--- config.mk ---
export PLATFORM = sky130hd
export DESIGN_NAME = bidir_bus_sequencer
export DESIGN_NICKNAME = d
export VERILOG_FILES = /design/src/rtl/bidir_pkg.sv /design/src/rtl/bidir_cycle_timer.sv /design/src/rtl/bidir_bus_sequencer.sv
export SDC_FILE = /design/constraint.sdc
export NUM_CORES = 1
export LEC_CHECK = 0
export ABC_AREA = 1
export CORE_UTILIZATION = 47
export CTS_CLUSTER_DIAMETER = 80
export DETAILED_ROUTE_END_ITERATION = 7
export PLACE_DENSITY = 0.78
export SYNTH_ARGS = -nofsm -noshare
export SYNTH_HDL_FRONTEND = slang
export SYNTH_HIERARCHICAL = 1
export SYNTH_SLANG_ARGS = --single-unit
--- constraint.sdc ---
create_clock -name clk_i -period 2.7 [get_ports clk_i]
set_input_delay 0.405 -clock clk_i [delete_from_list [all_inputs] [get_ports clk_i]]
set_output_delay 0.405 -clock clk_i [all_outputs]
set_load 0.02 [all_outputs]
--- src/rtl/bidir_pkg.sv ---
// Shared types and helpers for the half-duplex bus sequencer.
// Used by bidir_cycle_timer and bidir_bus_sequencer.
package bidir_pkg;

    typedef enum logic [1:0] {
        IDLE     = 2'd0,
        TX_DRIVE = 2'd1,
        RX_WAIT  = 2'd2,
        TURN     = 2'd3
    } state_e;

    localparam int DATA_W_DEF = 8;

    function automatic int clog2(input int n);
        int r;
        r = 0;
        for (int i = 0; i < 31; i++) begin
            if ((1 << i) < n) begin
                r = i + 1;
            end
        end
        return r;
    endfunction

    // Width able to hold the value max_val itself.
    function automatic int cnt_w(input int max_val);
        int w;
        w = clog2(max_val + 1);
        return (w < 1) ? 1 : w;
    endfunction

endpackage

--- src/rtl/bidir_cycle_timer.sv ---
// Loadable down-counter; done_o is high while the count sits at zero.
// Load value N-1 to get done_o in the Nth enabled cycle after the load.
module bidir_cycle_timer #(
    parameter int W = 4
) (
    input  logic         clk_i,
    input  logic         rst_i,
    input  logic         load_i,
    input  logic [W-1:0] load_val_i,
    input  logic         en_i,
    output logic         done_o
);

    logic [W-1:0] cnt_q;
    logic [W-1:0] cnt_d;

    always_comb begin
        cnt_d = cnt_q;
        if (load_i) begin
            cnt_d = load_val_i;
        end else if (en_i && (cnt_q != '0)) begin
            cnt_d = cnt_q - 1'b1;
        end
    end

    always_ff @(posedge clk_i) begin
        if (rst_i) begin
            cnt_q <= '0;
        end else begin
            cnt_q <= cnt_d;
        end
    end

    assign done_o = (cnt_q == '0);

endmodule

--- src/rtl/bidir_bus_sequencer.sv ---
// Half-duplex bidirectional line sequencer: TX/RX arbitration with turnaround dead cycles.
// Optional RX inactivity abort enabled by defining BIDIR_RX_TIMEOUT_EN.
module bidir_bus_sequencer
    import bidir_pkg::*;
#(
    parameter int DATA_W      = DATA_W_DEF,
    parameter int TURN_CYCLES = 2,
    parameter int MAX_BURST   = 4,
    parameter int RX_TIMEOUT  = 64
) (
    input  logic              clk_i,
    input  logic              rst_i,
    input  logic              tx_valid_i,
    input  logic [DATA_W-1:0] tx_data_i,
    output logic              tx_ready_o,
    input  logic              rx_req_i,
    input  logic              bus_strobe_i,
    input  logic [DATA_W-1:0] data_line_i,
    output logic              rx_valid_o,
    output logic [DATA_W-1:0] rx_data_o,
    output logic [DATA_W-1:0] data_line_o,
    output logic              tx_oe_o,
    output logic              busy_o,
    output logic              err_timeout_o
);

    localparam int BC_W  = cnt_w(MAX_BURST);
    localparam int TMR_W = cnt_w((TURN_CYCLES > RX_TIMEOUT) ? TURN_CYCLES : RX_TIMEOUT);

    state_e            state_q, state_d;
    logic [BC_W-1:0]   beat_q, beat_d;
    logic              last_rx_q, last_rx_d;
    logic [DATA_W-1:0] line_q, line_d;
    logic [DATA_W-1:0] rx_data_q, rx_data_d;
    logic              rx_valid_q, rx_valid_d;
    logic              err_q, err_d;

    logic tx_accept;
    logic turn_done;
    logic rx_timeout;

    assign tx_ready_o = (state_q == TX_DRIVE) && (beat_q < BC_W'(MAX_BURST));
    assign tx_accept  = tx_valid_i && tx_ready_o;

    always_comb begin
        state_d    = state_q;
        beat_d     = beat_q;
        last_rx_d  = last_rx_q;
        line_d     = line_q;
        rx_data_d  = rx_data_q;
        rx_valid_d = 1'b0;
        err_d      = 1'b0;
        case (state_q)
            IDLE: begin
                // On a tie the side that did not win last time gets the bus.
                if (tx_valid_i && (!rx_req_i || last_rx_q)) begin
                    state_d   = TX_DRIVE;
                    last_rx_d = 1'b0;
                end else if (rx_req_i) begin
                    state_d   = RX_WAIT;
                    last_rx_d = 1'b1;
                end
            end
            TX_DRIVE: begin
                if (tx_accept) begin
                    line_d = tx_data_i;
                    beat_d = beat_q + 1'b1;
                end else begin
                    state_d = TURN;
                    beat_d  = '0;
                end
            end
            RX_WAIT: begin
                if (bus_strobe_i) begin
                    rx_data_d  = data_line_i;
                    rx_valid_d = 1'b1;
                end
                if (!rx_req_i) begin
                    state_d = TURN;
                end else if (rx_timeout) begin
                    state_d = TURN;
                    err_d   = 1'b1;
                end
            end
            TURN: begin
                if (turn_done) begin
                    state_d = IDLE;
                end
            end
            default: state_d = IDLE;
        endcase
    end

    always_ff @(posedge clk_i) begin
        if (rst_i) begin
            state_q    <= IDLE;
            beat_q     <= '0;
            last_rx_q  <= 1'b0;
            line_q     <= '0;
            rx_data_q  <= '0;
            rx_valid_q <= 1'b0;
            err_q      <= 1'b0;
        end else begin
            state_q    <= state_d;
            beat_q     <= beat_d;
            last_rx_q  <= last_rx_d;
            line_q     <= line_d;
            rx_data_q  <= rx_data_d;
            rx_valid_q <= rx_valid_d;
            err_q      <= err_d;
        end
    end

    bidir_cycle_timer #(.W(TMR_W)) u_turn_timer (
        .clk_i      (clk_i),
        .rst_i      (rst_i),
        .load_i     ((state_d == TURN) && (state_q != TURN)),
        .load_val_i (TMR_W'(TURN_CYCLES - 1)),
        .en_i       (state_q == TURN),
        .done_o     (turn_done)
    );

`ifdef BIDIR_RX_TIMEOUT_EN
    logic rxt_done;

    // Restarted on entry to RX_WAIT and by every peer strobe.
    bidir_cycle_timer #(.W(TMR_W)) u_rx_timer (
        .clk_i      (clk_i),
        .rst_i      (rst_i),
        .load_i     (((state_d == RX_WAIT) && (state_q != RX_WAIT)) ||
                     ((state_q == RX_WAIT) && bus_strobe_i)),
        .load_val_i (TMR_W'(RX_TIMEOUT - 1)),
        .en_i       (state_q == RX_WAIT),
        .done_o     (rxt_done)
    );

    assign rx_timeout = rxt_done && !bus_strobe_i;
`else
    assign rx_timeout = 1'b0;
`endif

    assign tx_oe_o       = (state_q == TX_DRIVE);
    assign busy_o        = (state_q != IDLE);
    assign data_line_o   = line_q;
    assign rx_data_o     = rx_data_q;
    assign rx_valid_o    = rx_valid_q;
    assign err_timeout_o = err_q;

endmodule

---- Yosys cells after proc, flatten, opt, wreduce, memory -nomap -nowiden ----
Index checks and enable logic that the tools add are counted.
storage, ports and cells
  bits in registers ....................... 30
  input port bits ......................... 21
  word-level logic and storage cells ...... 47
operators by class
  $add $sub $neg .......................... 2
  order comparisons ....................... 1
  equality and inequality tests ........... 5
  muxes and demuxes ....................... 12
  bitwise logic cells ..................... 1
  reduce and logical (&&, ||, !) cells .... 18
operators with widths
  kind                   number
  $mux W2                5
  $pmux W2 S4            1
  $logic_not A7 Y1       1
  $reduce_bool A7 Y1     1
  $sub A7 B1 Y7 const B  1
  $eq A2 B2 Y1 const B   3
  $reduce_and A2 Y1      3
  $reduce_bool A2 Y1     3
  $logic_and A1 B1 Y1    5
  $mux W1                5
  $reduce_or A2 Y1       2
  $add A3 B1 Y3 const B  1
  $lt A3 B3 Y1 const B   1
  $mux W3                1
  $eq A2 B1 Y1 const B   1
  $logic_not A2 Y1       1
  $ne A2 B2 Y1 const B   1
  $logic_not A1 Y1       1
  $logic_or A1 B1 Y1     1
  $not A1 Y1             1

---- Logic depth before layout (Yosys ltp) ----
Gate-level depths: netlist of run 1.
  depth in word-level cells ............... 8
  depth in mapped cells ................... 17
  mapped depth without buffers ............ 16

---- By module ----
The synthesis of run 1 kept the hierarchy.
modules (own cells, without submodules)
  module               times used  cells an instance  area an instance (um^2)  sequential area each (um^2)
  bidir_bus_sequencer  1           135                994.7                    460.4
  bidir_cycle_timer    1           92                 530.5                    140.1

---- Worst setup path after synthesis of run 1 ----
Ideal clock, no wire load.
  kind .................................... register to register
  from .................................... reg u_turn_timer.cnt_q[0]
  to ...................................... reg u_turn_timer.cnt_q[5]
  setup time .............................. 113 ps
  data arrival time ....................... 1853 ps
  slack ................................... 734 ps
  cell stages (with the launch flop) ...... 18
  buffers on the path ..................... 1
  period minus slack after synthesis ...... 1966 ps
  cell sequence ........................... dfxtp_1 > inv_1 > ha_1 > nand2_2 > nor2_2 > nand2_4 > inv_1 > nand3_1 > nand3_1 > nand2_1 > nand2_1 > nor2_1 > inv_1 > buf_4 > nor2_1 > nor2_1 > nand2_1 > nor2_1
between the ends
  word-level cells in the longest chain between the ends .. 6
  elaborated cells between the ends (all ways) .. 9
ends and longest elaborated chain
  element                            line                        text
  start, declared                    bidir_cycle_timer.sv:14     logic [W-1:0] cnt_q;
  start signal, assigned             bidir_cycle_timer.sv:30     cnt_q <= cnt_d;
  $logic_not A7 Y1                   bidir_cycle_timer.sv:34     assign done_o = (cnt_q == '0);
  via turn_done                      bidir_bus_sequencer.sv:39   logic turn_done;
  $mux W2                            bidir_bus_sequencer.sv:86   if (turn_done) begin
  $pmux W2 S4                        bidir_bus_sequencer.sv:53   case (state_q)
  $eq A2 B2 Y1                       bidir_bus_sequencer.sv:117  .load_i ((state_d == TURN) && (state_q != TURN)),
  $logic_and A1 B1 Y1                bidir_bus_sequencer.sv:117
  $reduce_or A2 Y1 (no source line)  n/a
The timed path passes the listed nets, and every way through them passes these cells.
A chain may end at the register's enable or synchronous reset.

---- Worst setup path after layout of run 1 ----
  from .................................... reg u_turn_timer.cnt_q[0]
  to ...................................... reg u_turn_timer.cnt_q[1]
The elaborated chain is that of the path after synthesis.

==> impl_summary.log, run 1 <==
INFO  metric reg2reg_depth = 15
INFO  metric post_synth_num_cell_types = 22
INFO  metric post-dp-hpwl = 2.335 mm
INFO  metric clock-root-buffer = clkbuf_4
INFO  metric clock.fmax = 425.9 MHz
INFO  metric synth_cells = 227
INFO  metric fin_tns_setup = 0 ns
INFO  metric final_layout_size_suffix_gt1_frac = 0.09386
INFO  metric rel_slew_slack = 0.6629
INFO  metric die_width = 58.97 um
INFO  metric grt_antenna_before_repair = 0
INFO  metric synth.top_cells.by_area = dfxtp_1, nor2_1, nand2_1
INFO  metric cp-end-kind = flop
INFO  metric die-height = 58.97 um
INFO  metric clock_tree_from_tritoncts = yes
INFO  metric syn_area_per_cell = 6.719 um2
INFO  metric grt_first_pass_wirelength = 5.354 mm
INFO  metric postSynthRegisterBits = 30
INFO  metric hold_vio_cnt_final = 0
INFO  metric drv.max_cap_violation_count = 0
INFO  metric max-vdd-ir-drop = 0.3843 mV
INFO  metric grt_start_max_net_pins = 19
INFO  metric ctsHtreeMaxLevel = 2
INFO  metric fin_nets = 300
INFO  metric hold_buffers = 0
INFO  metric core_box_area = 0.003078 mm2
INFO  metric status = complete, no violations
INFO  metric cts-buffers-inserted = 5
INFO  metric postCtsResizedCells = 0
INFO  metric vias_in_the_first_global_route = 1262
INFO  metric placement_rows = 20
INFO  metric drc_errors = 0
INFO  metric required_time_of_the_critical_path = 2.92 ns
INFO  metric setup.worst_path.start_class = flop
INFO  metric setup_viol = 0
INFO  metric place.port_buffers = 40
INFO  metric floorplan.io_pins = 42
INFO  metric synthesis.area = 0.001525 mm2
INFO  metric timing_worst_setup_path_type = reg -> reg
INFO  metric gp_routability_congestion = 0.8056
INFO  metric finalWorstPathRequiredPeriod = 2.348 ns
INFO  metric routed_via_density = 4.595
INFO  metric synthDominantAreaCellType = dfxtp_1
INFO  metric totalWireLength = 3.115 mm
INFO  metric worst_hold_path.num_cells = 2
INFO  metric total_die_area = 0.003477 mm2
INFO  metric p_leak = 0.9516 nW
INFO  metric regToRegSetupSlack = 0.35 ns
INFO  metric final_antenna_net_count = 0
INFO  metric max_slew.worst_pin.slew = 0.5052 ns
INFO  metric vias = 1475
INFO  metric max-clock-path-buffers = 2
INFO  metric drt_pass1_iterations = 4
INFO  metric top_cell_type_s_share_of_synthesized_area = 0.3938
INFO  metric post-route-period-util = 0.8695
INFO  metric arrival_time_at_the_worst_endpoint = 2.57 ns
INFO  metric insertion_delay = 0.32 ns
INFO  metric route.detailed.wl_per_inst = 9.704 um
INFO  metric initial_core_util = 0.4955
INFO  metric clk_pin_slew = 0.10 ns
INFO  metric hold_path.class = reg -> reg
INFO  metric area_growth = 35.36%
INFO  metric final_max_slew_violation_count = 0
INFO  metric synth-seq-area-share = 0.3938
INFO  metric grt_overflow_total = 0
INFO  metric drtIter0Drc = 75
INFO  metric unrepaired_setup_endpoints_after_global_routing = no
INFO  metric maximum_fanout_along_the_worst_path = 16
INFO  metric finalClockSkew = 0.007785 ns
INFO  metric yosys_warnings = 6
INFO  metric powerDensity = 967.0 mW/mm2
INFO  metric post_cts.repair.setup_buffers = 0
INFO  metric combined_global_route_utilization_of_all_metal_layers = 0.2037
INFO  metric final_util = 0.6707
INFO  metric cts.sinks = 30
INFO  metric num_antenna_cells = 0
==> registers in the layout, summed over array words and instances (netlist names) <==
| signal | cells |
|---|---|
| rx_data_o | 8 |
| last_rx_q | 1 |
| data_line_o | 8 |
| state_q | 2 |
| rx_valid_o | 1 |
| u_turn_timer/cnt_q | 7 |
| beat_q | 3 |
==> cell families after synthesis <==
| group | Yosys count | synth area share |
|---|---|---|
| buf+inv | 26 | 0.07464 |
| flops | 30 | 0.3938 |
| other cells | 2 | 0.004924 |
| compound gates | 15 | 0.04922 |
| simple gates | 152 | 0.4610 |
| fa+ha+maj | 2 | 0.01640 |
==> cells in the final DEF (no fill, tap or decap), types with 6 or more instances in the layout <==
cell / n
inv_1: 17
conb_1: 8
a21oi_1: 6
dfxtp_1: 30
nand3_1: 16
nand2_1: 39
nor2_1: 72
nand3b_1: 9
clkdlybuf4s50_1: 40
o21ai_0: 9
==> cell usage after synthesis <==
cell type	instances
buf_6	1
nand4_1	3
o21ai_0	9
buf_4	2
buf_1	1
nor2_4	2
dfxtp_1	30
nand3b_1	9
nor3_4	1
buf_2	1
inv_2	4
nand2_1	39
nand3_2	1
conb_1	2
nor2_2	4
a21oi_1	6
nand3_1	16
nand2_2	2
ha_1	2
nand2_4	3
inv_1	17
nor2_1	72
==> per-layer routing <==
layer / part of all wire / global-route usage
met2: 0.44 / 0.3247
met5: 0 / 0
met3: 0.059 / 0.07033
met1: 0.49 / 0.2596
met4: 0.013 / 0.06122
==> where the power goes <==
group | internal [mW] | leakage, nW | switching, mW
Clock | 0.216 | 0.0443 | 0.151
Combinational | 0.393 | 0.662 | 0.604
Sequential | 0.550 | 0.245 | 0.0824
Total | 1.16 | 0.952 | 0.837
==> worst max-delay path, cell delays in order (launching register included) <==
cell     delay, ns
dfxtp_1       0.33
inv_1         0.12
ha_1          0.25
nand2_2       0.08
nor2_2        0.13
nand2_4       0.09
inv_1         0.08
nor2_1        0.04
nor2_1        0.08
nand2_1       0.06
nor2_1        0.12
nor2_1        0.09
inv_1         0.37
nand3_1       0.20
nor2_1        0.14
nor2_1        0.05
==> area by class of cell <==
class	instances	area (um2)
well taps	44	55.05
fillers	293	1013
inverters	21	78.83
clock buffers	6	51.30
clock inverters	1	30.03
repair buffers	42	415.4
multi-input cells	177	833.3
flip-flops and latches	30	600.6
==> through the flow <==
stage	hold WS (ns)	std cells	power, mW	worst slack (ns)	instance area, um2
after floorplan	0.4419	233	1.383	0.7338	1548
after global placement	0.4610	314	1.633	0.3822	1983
after detailed placement	0.4636	314	1.642	0.2944	1983
after CTS	0.4771	321	2.010	0.3349	2064
after global routing	0.5135	321	2.169	0.1032	2064
final	0.4730	321	1.996	0.3523	2064
==> worst paths after layout <==
kind	startpoint	to
hold / removal	beat_q[1]$_SDFFE_PP0N_	beat_q[1]$_SDFFE_PP0N_
setup / recovery	u_turn_timer/cnt_q[0]$_SDFFE_PP0P_	u_turn_timer/cnt_q[1]$_SDFFE_PP0P_
hold reg to reg	beat_q[1]$_SDFFE_PP0N_	beat_q[1]$_SDFFE_PP0N_
setup reg to reg	u_turn_timer/cnt_q[0]$_SDFFE_PP0P_	u_turn_timer/cnt_q[1]$_SDFFE_PP0P_
Note: power is estimated with default switching activity, not from simulation.
==> run 2, diff against run 1 <==
RECOVER_POWER = 50   (was default)
==> impl_summary.log, run 2 (synthesized netlist as in run 1, its figures left out) <==
INFO  metric area_growth = 33.47%
INFO  metric timing_worst_setup_path_type = reg -> reg
INFO  metric hold_buffers = 0 (unchanged)
INFO  metric final_common_cell = nor2_1
INFO  metric post-dp-hpwl = 2.335 mm (unchanged)
INFO  metric vias = 1482 (+0.47%)
INFO  metric max_slew.worst_pin.slew = 0.9434 ns (+0.4383 ns)
INFO  metric placement_rows = 20 (unchanged)
INFO  metric setup_viol = 0 (unchanged)
INFO  metric grt_first_pass_wirelength = 5.354 mm (unchanged)
INFO  metric max-clock-path-buffers = 2 (unchanged)
INFO  metric fin_tns_setup = 0 ns (unchanged)
INFO  metric reg2reg_depth = 15 (unchanged)
INFO  metric setup.worst_path.start_class = flop
INFO  metric worst_r2r_src = u_turn_timer/cnt_q[0]$_SDFFE_PP0P_
INFO  metric arrival_time_at_the_worst_endpoint = 2.62 ns (+0.05 ns)
INFO  metric core_box_area = 0.003078 mm2 (unchanged)
INFO  metric p_leak = 0.9533 nW (+0.17%)
INFO  metric cts-buffers-inserted = 5 (unchanged)
INFO  metric finalClockSkew = 0.007991 ns (+0.0002056 ns)
INFO  metric die-height = 58.97 um (unchanged)
INFO  metric maximum_fanout_along_the_worst_path = 16 (unchanged)
INFO  metric clock.fmax = 416.5 MHz (-2.2%)
INFO  metric grt_util_met1 = 0.2596 (unchanged)
INFO  metric total_die_area = 0.003477 mm2 (unchanged)
INFO  metric holdPathEnd = beat_q[1]$_SDFFE_PP0N_
INFO  metric grt_start_max_net_pins = 19 (unchanged)
INFO  metric grt_antenna_before_repair = 0 (unchanged)
INFO  metric total_placed_instance_area = 0.001983 mm2 (unchanged)
INFO  metric drt_pass1_iterations = 4 (unchanged)
INFO  metric required_time_of_the_critical_path = 2.92 ns (about the same)
INFO  metric initial_core_util = 0.4955 (unchanged)
INFO  metric hold_path.class = reg -> reg
INFO  metric nFillCells = 297 (+1.4%)
INFO  metric ctsHtreeMaxLevel = 2 (unchanged)
INFO  metric worst_hold_path.num_cells = 2 (unchanged)
INFO  metric rel_slew_slack = 0.3662 (-0.2966)
INFO  metric worst_r2r_endpoint = u_turn_timer/cnt_q[1]$_SDFFE_PP0P_
INFO  metric routed_via_density = 4.617 (+0.47%)
INFO  metric multiInputGateArea = 804.5 um2 (-3.5%)
INFO  metric place.port_buffers = 40 (unchanged)
INFO  metric worst_hold_startpoint = beat_q[1]$_SDFFE_PP0N_
INFO  metric grt_overflow_total = 0 (unchanged)
INFO  metric die_width = 58.97 um (unchanged)
INFO  metric cp-end-kind = flop
INFO  metric final_layout_size_suffix_gt1_frac = 0.07220 (-0.02166)
INFO  metric finalWorstPathRequiredPeriod = 2.401 ns (+0.05313 ns)
INFO  metric final_design_area_no_fill = 0.002036 mm2 (-1.4%)
INFO  metric route.detailed.wl_per_inst = 9.720 um (+0.16%)
INFO  metric floorplan.io_pins = 42 (unchanged)
INFO  metric hold_vio_cnt_final = 0 (unchanged)
INFO  metric post-route-period-util = 0.8892 (+0.01968)
INFO  metric fin_nets = 300 (unchanged)
INFO  metric clock_tree_from_tritoncts = yes
INFO  metric powerDensity = 966.9 mW/mm2 (about the same)
INFO  metric seqCellArea = 600.6 um2 (unchanged)
INFO  metric final_antenna_net_count = 0 (unchanged)
INFO  metric num_antenna_cells = 0 (unchanged)
INFO  metric insertion_delay = 0.32 ns (about the same)
INFO  metric regToRegSetupSlack = 0.30 ns (-0.05 ns)
INFO  metric postCtsResizedCells = 0 (unchanged)
INFO  metric combined_global_route_utilization_of_all_metal_layers = 0.2037 (unchanged)
INFO  metric status = complete, no violations
INFO  metric totalWireLength = 3.120 mm (+0.16%)
INFO  metric vias_in_the_first_global_route = 1262 (unchanged)
INFO  metric clock-root-buffer = clkbuf_4
INFO  metric global_route.usage.met2 = 0.3247 (unchanged)
INFO  metric clk_pin_slew = 0.10 ns (about the same)
INFO  metric post_cts.repair.setup_buffers = 0 (unchanged)
INFO  metric drtIter0Drc = 68 (-9.3%)
INFO  metric layout_common_cells = nor2_1, nand2_1, clkdlybuf4s50_1
INFO  metric grt_busiest_layer = met2
INFO  metric cts.sinks = 30 (unchanged)
INFO  metric gp_routability_congestion = 0.8056 (unchanged)
INFO  metric drc_errors = 0 (unchanged)
INFO  metric grt.met3_usage = 0.07033 (unchanged)
INFO  metric unrepaired_setup_endpoints_after_global_routing = no
INFO  metric final_max_slew_violation_count = 0 (unchanged)
INFO  metric max-vdd-ir-drop = 0.3832 mV (-0.27%)
INFO  metric drv.max_cap_violation_count = 0 (unchanged)
==> run 2: cell count changes in the layout (fill, tap and decap cells not counted) <==
cell / change
clkdlybuf4s50_1: -4
dlygate4sd3_1: +4
inv_1: +2
inv_2: -2
nor2_1: +2
nand2_1: +1
nand2_4: -1
nor2_2: -1
nor2_4: -1
nor3_1: +1
nor3_4: -1
==> run 2: final cells by class <==
| type | instances | area share |
|---|---|---|
| clock buffer | 6 | 0.02520 |
| clock inverter | 1 | 0.01475 |
| inverter | 21 | 0.03872 |
| multi-input combinational | 177 | 0.3952 |
| sequential | 30 | 0.2950 |
| tap | 44 | 0.02704 |
| timing repair buffer | 42 | 0.2041 |
==> run 2: how the worst max path moves through the flow <==
stage	start	to	slack, ns	cells after the start
detailed placement	tx_valid_i	u_turn_timer/cnt_q[1]$_SDFFE_PP0P_	0.29	10
CTS	u_turn_timer/cnt_q[0]$_SDFFE_PP0P_	u_turn_timer/cnt_q[1]$_SDFFE_PP0P_	0.33	15
finish	u_turn_timer/cnt_q[0]$_SDFFE_PP0P_	u_turn_timer/cnt_q[1]$_SDFFE_PP0P_	0.30	15
floorplan	u_turn_timer/cnt_q[0]$_SDFFE_PP0P_	u_turn_timer/cnt_q[5]$_SDFFE_PP0P_	0.73	17
global placement	tx_valid_i	u_turn_timer/cnt_q[5]$_SDFFE_PP0P_	0.38	10
global route	u_turn_timer/cnt_q[0]$_SDFFE_PP0P_	u_turn_timer/cnt_q[5]$_SDFFE_PP0P_	0.06	15
==> run 2: critical path, stage by stage, from the launching register on <==
cell,delay (ns)
dfxtp_1,0.33
inv_1,0.12
ha_1,0.25
nand2_2,0.08
nor2_1,0.17
nand2_4,0.11
inv_1,0.08
nor2_1,0.04
nor2_1,0.08
nand2_1,0.06
nor2_1,0.12
nor2_1,0.09
inv_1,0.38
nand3_1,0.20
nor2_1,0.14
nor2_1,0.05
==> run 2: where the power goes <==
group | internal (mW) | leakage, nW | switching [mW]
sequential | 0.550 | 0.245 | 0.0784
combinational | 0.382 | 0.664 | 0.592
clock | 0.216 | 0.0443 | 0.150
==> run 2: stage by stage <==
stage / power [mW] / std cells / hold slack, ns / utilization / setup slack [ns]
after floorplan: 1.383 / 233 / 0.4419 / - / 0.7338
after global placement: 1.633 / 314 / 0.4610 / 0.6443 / 0.3822
after detailed placement: 1.642 / 314 / 0.4636 / 0.6443 / 0.2944
after CTS: 2.010 / 321 / 0.4771 / 0.6707 / 0.3349
after global routing: 2.141 / 321 / 0.5135 / 0.6614 / 0.05690
final: 1.968 / 321 / 0.4737 / 0.6614 / 0.2991
==> run 2: routing by layer <==
| layer | wire length, um | part of all wire | up-vias |
|---|---|---|---|
| li1 | - | - | 801 |
| met3 | 177 | 0.057 | 7 |
| met2 | 1379 | 0.44 | 32 |
| met1 | 1523 | 0.49 | 642 |
| met5 | 0 | 0 | - |
| met4 | 40 | 0.013 | 0 |
==> run 3, diff against run 2 <==
SLEW_MARGIN = 20   (was default)
==> results of run 3 <==
Final layout, timing and power as in run 2 (identical DEF).
